## src/rtl/btn_counter_ctrl.sv

```systemverilog
// Three-button up/down/clear counter: 2-flop sync, per-button debounce,
// hold-to-auto-repeat FSM, wrap or saturate arithmetic, LED polarity select.
module btn_counter_ctrl #(
    parameter int WIDTH           = 8,
    parameter int DEBOUNCE_CYCLES = 250000,
    parameter int HOLD_CYCLES     = 12500000,
    parameter int REPEAT_CYCLES   = 3125000,
    parameter int SATURATE        = 0,
    parameter int LED_ACTIVE_LOW  = 1
) (
    input  logic             clk,
    input  logic             rst_n,
    input  logic             btn_up,
    input  logic             btn_down,
    input  logic             btn_clr,
    output logic [WIDTH-1:0] count,
    output logic [WIDTH-1:0] led,
    output logic             step
);

    localparam int MAX_DH = (DEBOUNCE_CYCLES > HOLD_CYCLES) ? DEBOUNCE_CYCLES : HOLD_CYCLES;
    localparam int MAX_C  = (MAX_DH > REPEAT_CYCLES) ? MAX_DH : REPEAT_CYCLES;
    localparam int TW     = (MAX_C < 1) ? 1 : $clog2(MAX_C + 1);

    typedef enum logic [1:0] {IDLE, HOLD, REPEAT} state_t;
    typedef enum logic [1:0] {CMD_NONE, CMD_UP, CMD_DN, CMD_CLR} cmd_t;

    // Bit order everywhere: [0]=up, [1]=down, [2]=clr
    logic [2:0]    raw, sync1, sync2, deb, deb_q, rise;
    logic [TW-1:0] deb_cnt [3];

    state_t        state, state_nxt;
    cmd_t          cmd, dir, dir_nxt;
    logic [TW-1:0] timer, timer_nxt;
    logic [WIDTH-1:0] count_nxt;
    logic          do_up, do_dn, do_clr;

    assign raw  = {btn_clr, btn_down, btn_up};
    assign rise = deb & ~deb_q;

    always_ff @(posedge clk) begin
        if (!rst_n) begin
            sync1 <= '0;
            sync2 <= '0;
            deb   <= '0;
            deb_q <= '0;
            for (int unsigned i = 0; i < 3; i++) deb_cnt[i] <= '0;
        end else begin
            sync1 <= raw;
            sync2 <= sync1;
            deb_q <= deb;
            for (int unsigned i = 0; i < 3; i++) begin
                if (sync2[i] != deb[i]) begin
                    if (deb_cnt[i] == TW'(DEBOUNCE_CYCLES - 1)) begin
                        deb[i]     <= sync2[i];
                        deb_cnt[i] <= '0;
                    end else begin
                        deb_cnt[i] <= deb_cnt[i] + TW'(1);
                    end
                end else begin
                    deb_cnt[i] <= '0;
                end
            end
        end
    end

    always_comb begin
        cmd = CMD_NONE;
        if (deb[2])
            cmd = CMD_CLR;
        else if (deb[0] ^ deb[1])
            cmd = deb[0] ? CMD_UP : CMD_DN;
    end

    always_ff @(posedge clk) begin
        if (!rst_n) begin
            state <= IDLE;
            dir   <= CMD_NONE;
            timer <= '0;
            count <= '0;
            step  <= 1'b0;
        end else begin
            state <= state_nxt;
            dir   <= dir_nxt;
            timer <= timer_nxt;
            count <= count_nxt;
            step  <= (count_nxt != count);
        end
    end

    always_comb begin
        state_nxt = state;
        dir_nxt   = dir;
        timer_nxt = timer;
        do_up     = 1'b0;
        do_dn     = 1'b0;
        do_clr    = rise[2];
        unique case (state)
            IDLE: begin
                if ((cmd == CMD_UP && rise[0]) || (cmd == CMD_DN && rise[1])) begin
                    do_up     = (cmd == CMD_UP);
                    do_dn     = (cmd == CMD_DN);
                    dir_nxt   = cmd;
                    timer_nxt = TW'(HOLD_CYCLES - 1);
                    state_nxt = HOLD;
                end
            end
            HOLD, REPEAT: begin
                // Any change of command (NONE, other direction, clear) aborts the press
                if (cmd != dir) begin
                    state_nxt = IDLE;
                    dir_nxt   = CMD_NONE;
                end else if (timer == '0) begin
                    do_up     = (dir == CMD_UP);
                    do_dn     = (dir == CMD_DN);
                    timer_nxt = TW'(REPEAT_CYCLES - 1);
                    state_nxt = REPEAT;
                end else begin
                    timer_nxt = timer - TW'(1);
                end
            end
            default: state_nxt = IDLE;
        endcase
    end

    always_comb begin
        count_nxt = count;
        if (do_clr) begin
            count_nxt = '0;
        end else if (do_up) begin
            if (!(SATURATE != 0 && count == '1)) count_nxt = count + WIDTH'(1);
        end else if (do_dn) begin
            if (!(SATURATE != 0 && count == '0)) count_nxt = count - WIDTH'(1);
        end
    end

    assign led = (LED_ACTIVE_LOW != 0) ? ~count : count;

endmodule

```

## config.mk

```make
export PLATFORM = sky130hd
export DESIGN_NAME = btn_counter_ctrl
export DESIGN_NICKNAME = d
export VERILOG_FILES = /design/src/rtl/btn_counter_ctrl.sv
export SDC_FILE = /design/constraint.sdc
export NUM_CORES = 1
export LEC_CHECK = 0
export ABC_AREA = 1
export CELL_PAD_IN_SITES_DETAIL_PLACEMENT = 0
export CELL_PAD_IN_SITES_GLOBAL_PLACEMENT = 1
export CORE_MARGIN = 4
export CORE_UTILIZATION = 49
export CTS_CLUSTER_DIAMETER = 80
export DETAILED_ROUTE_END_ITERATION = 8
export DONT_BUFFER_PORTS = 1
export HOLD_SLACK_MARGIN = 0.05
export PLACE_DENSITY = 0.83
export SLEW_MARGIN = 20
export SYNTH_ARGS = -nofsm -noshare
export SYNTH_HDL_FRONTEND = slang
export SYNTH_SLANG_ARGS = --single-unit
```

## constraint.sdc

```tcl
create_clock -name clk -period 2.2 [get_ports clk]
set_input_delay 0.66 -clock clk [delete_from_list [all_inputs] [get_ports clk]]
set_output_delay 0.66 -clock clk [all_outputs]
set_load 0.03 [all_outputs]
```

==> results.md <==
* Clock root cell: clkbuf_16
* Grt total ovfl at 0
* Tightest Pin Transition at just over 500 ps
* Worst reg2reg path endpoint: deb_cnt[1][10]$_SDFFCE_PP0P_
* Wl on met1 at around 6800 um
* Clock Tree Buf Depth at 2
* Clock-pin slew on the worst setup and hold paths at ~50 ps
* TNS Setup at 0 ps
* Mapped Avg Cell Area at between 8 and 9 um^2
* Status: complete, no violations
* CTS tree: built
* Post-CTS Hold Buffers at 0
* Most frequent cells in the layout: nand2_1 (127), inv_1 (123), nor2_1 (109), edfxtp_1 (72), conb_1 (72)
* Hold Path End: sync1[0]$_SDFF_PN0_
* Critical path arrival at between 2000 and 2500 ps
* Rows at between 40 and 50
* CP max stage delay at 380 ps
* H-tree depth at 4
* Metal2 WL at approximately 7600 um
* Cts bufs inserted at 17
* Nets at a little under 1000
* Routed length per instance at about 13 um
* Fillers at 1221
* Leakage at 3.53 nW
* Die Width at approximately 130 um
* Later-pin clock latency in the skew report at between 400 and 500 ps
* Final core area utilization at approximately three fifths
* Slew Viols, Final at 0
* Antenna Nets Post-Route at 0
* CP max stage cell: edfxtp_1
* Crit. End Element: flop
* Die height at about 130 um
* Max Clock Skew at 9.60 ps
* Top Metal Used: met4
* Global Route Usage Sum at 19.4%
* Die area at between 15000 and 20000 um^2
* Max Cap Viol at 0
* Final HPWL DP at roughly 11000 um
* DR pass1 iterations at 6
* Register-to-Register Path Depth at 11
* Layout area overhead at 20.5%
* Top_reg_cell synth: edfxtp_1
* Reg2reg setup slack at roughly 53 ps
* Number of DRC markers in iteration 0 at 412
* WP buf/inv at 2
* Power Dens Cells at roughly 1100 nW/um^2
* Layout cells sized above 1 at ~16%
* Vias per inst at around 5.2
* Vias in the first global route at slightly below 6000
* Initial antenna violation count at 0
* Port bufs at 0
* EDFF count, synth at 72
* CP max FO at 6
* First-pass GRT wire length at approximately 26000 um
* Hold Fails Final Rpt at 0
* Most common cell after layout, fill and taps aside: nand2_1
* Final Cycle Share at 97.6%
* Met3 WL at roughly 350 um
* Critical path cell sequence: ha_2 > nand2_2 > nor2_4 > inv_2 > or2_4 > nor4_2 > nand4_1 > nand3_4 > buf_12 > nor2_2 > o21a_1
* Cell depth of the worst hold path at 2
* Post-route minimum period at 2150 ps
* Top delay family on crit path: simple AND/OR/NAND/NOR gates
* Fraction of registers with async set/reset at 0%
* FF+latch count, synth at about 120
* DRC Markers at 0
* Worst slew margin at between 60% and 70%
* Total number of vias at ~6000
* WP data required at about 2400 ps
* Largest net degree at the start of global routing at 23
* # diodes at 0
* Cell variety after synth at between 50 and 60
* Setup crit start kind: flop
* Core area at ~14000 um^2
* Syn. warnings at 0
* Post-Synthesis Cells at roughly 860
* Reg-to-reg startpoint: deb_cnt[1][0]$_SDFFCE_PP0P_
* RSZ-0062 raised after global routing: yes
* Global placement routability congestion at 0.875
* I/O pin count at 22
* Initial Utilization at around 50%
* Cell area after synthesis at approximately 7000 um^2
* Hold Crit Class: input pin to flop
* Clk sink count at between 100 and 150
* Final wirelength at about 15000 um
* Register area share after synthesis at ~45%
* Hold_sp: btn_up
* Peak VDD IR at ~1.7 mV
* Kind of critical path: flop to flop
* Highest clock rate at ~0.47 GHz
* Final setup viols at 0
-- Yosys cell counts, drive strengths merged (2+ instances only) --
cell    instances  share of area [%]
a211oi          5               0.54
a21oi          50                3.8
a221oi          3               0.38
a31oi          12                1.1
and3            2               0.18
buf             6               0.56
clkbuf          4               0.21
dfxtp          49                 14
edfxtp         72                 31
ha              9                1.6
inv           131                7.2
nand2         146                8.7
nand3          48                4.0
nand3b          3               0.32
nand4          21                2.1
nor2          140                9.2
nor3           55                4.6
nor3b          10                1.2
nor4           15                1.4
o211ai          2               0.21
o21a            4               0.43
o21ai          41                2.9
or2             6               0.57
xnor2           5               0.63
xor2           16                2.0
-- timing repair --
item                       in CTS  in global routing
setup endpoints to repair       0                 44
setup buffers                   0                  7
gates resized for setup         0                 39
-- registers in the layout (all words and copies together) (netlist names), 3 cells and up --
register	cells
count	8
sync1	3
deb_cnt	72
sync2	3
deb_q	3
deb	3
timer	24
-- per-layer routing --
layer	vias up	GRT usage, %
met2	91	32.2
met4	0	9.09
met1	2832	24.5
met5	-	0
li1	3089	-
met3	29	3.68
-- per-stage QoR --
stage / setup WS [ps] / instance area (um^2) / hold WS, ps / power, mW / cells
finish: 52.5 / 8420 / 349 / 9.02 / 1173
global route: -68.0 / 8420 / 334 / 9.68 / 1173
CTS: 38.5 / 8200 / 332 / 8.91 / 1165
detailed placement: 54.1 / 7660 / 400 / 6.30 / 1133
global placement: 111 / 7660 / 398 / 6.24 / 1133
floorplan: 171 / 7250 / 390 / 5.63 / 935
-- worst max-delay path by stage --
| stage | from | to | slack, ps | cells past startpoint |
|---|---|---|---|---|
| floorplan | rst_n | deb_cnt[2][12]$_SDFFCE_PP0P_ | 170 | 8 |
| global placement | deb_cnt[2][0]$_SDFFCE_PP0P_ | deb_cnt[2][22]$_SDFFCE_PP0P_ | 110 | 14 |
| detailed placement | deb_cnt[2][0]$_SDFFCE_PP0P_ | deb_cnt[2][22]$_SDFFCE_PP0P_ | 50 | 14 |
| CTS | deb_cnt[2][0]$_SDFFCE_PP0P_ | deb_cnt[2][22]$_SDFFCE_PP0P_ | 40 | 14 |
| global route | deb_cnt[2][1]$_SDFFCE_PP0P_ | deb_cnt[2][22]$_SDFFCE_PP0P_ | -70 | 14 |
| finish | deb_cnt[1][0]$_SDFFCE_PP0P_ | deb_cnt[1][10]$_SDFFCE_PP0P_ | 50 | 11 |
-- where the power goes --
part / total (mW) / switching (mW) / leakage (nW) / internal [mW]
Clock: 2.57 / 0.929 / 0.260 / 1.64
Combinational: 3.55 / 2.31 / 2.13 / 1.24
Sequential: 2.90 / 0.260 / 1.14 / 2.64
-- worst reg2reg max path, stage by stage, from the launching register on --
cell and delay, ps:
edfxtp_1 380, ha_2 200, nand2_2 70, nor2_4 110, inv_2 50, or2_4 230, nor4_2 200, nand4_1 200
nand3_4 200, buf_12 140, nor2_2 30, o21a_1 100
-- logic make-up (layout without fill, tap and decap cells) --
| group | Yosys count | after routing | synth area share [%] |
|---|---|---|---|
| AO/OA/AOI/OAI | 122 | 122 | 10.1 |
| flip-flops | 121 | 121 | 45.0 |
| XOR/XNOR | 21 | 21 | 2.63 |
| other | 1 | 72 | 0.0537 |
| AND/OR/NAND/NOR | 448 | 448 | 32.6 |
| buffers and inverters | 142 | 200 | 8.01 |
| adder cells (fa/ha/maj) | 9 | 9 | 1.61 |
-- area by class of cell --
cell class              count  area (um^2)  area share [%]
flip-flops and latches    121         3140            37.3
multi-input cells         672         3680            43.8
well taps                 180          225            2.68
inverters                 132          508            6.04
repair buffers             36          317            3.76
clock buffers              29          502            5.96
clock inverters             3         38.8           0.461
Note: power is estimated with default switching activity, not from simulation.
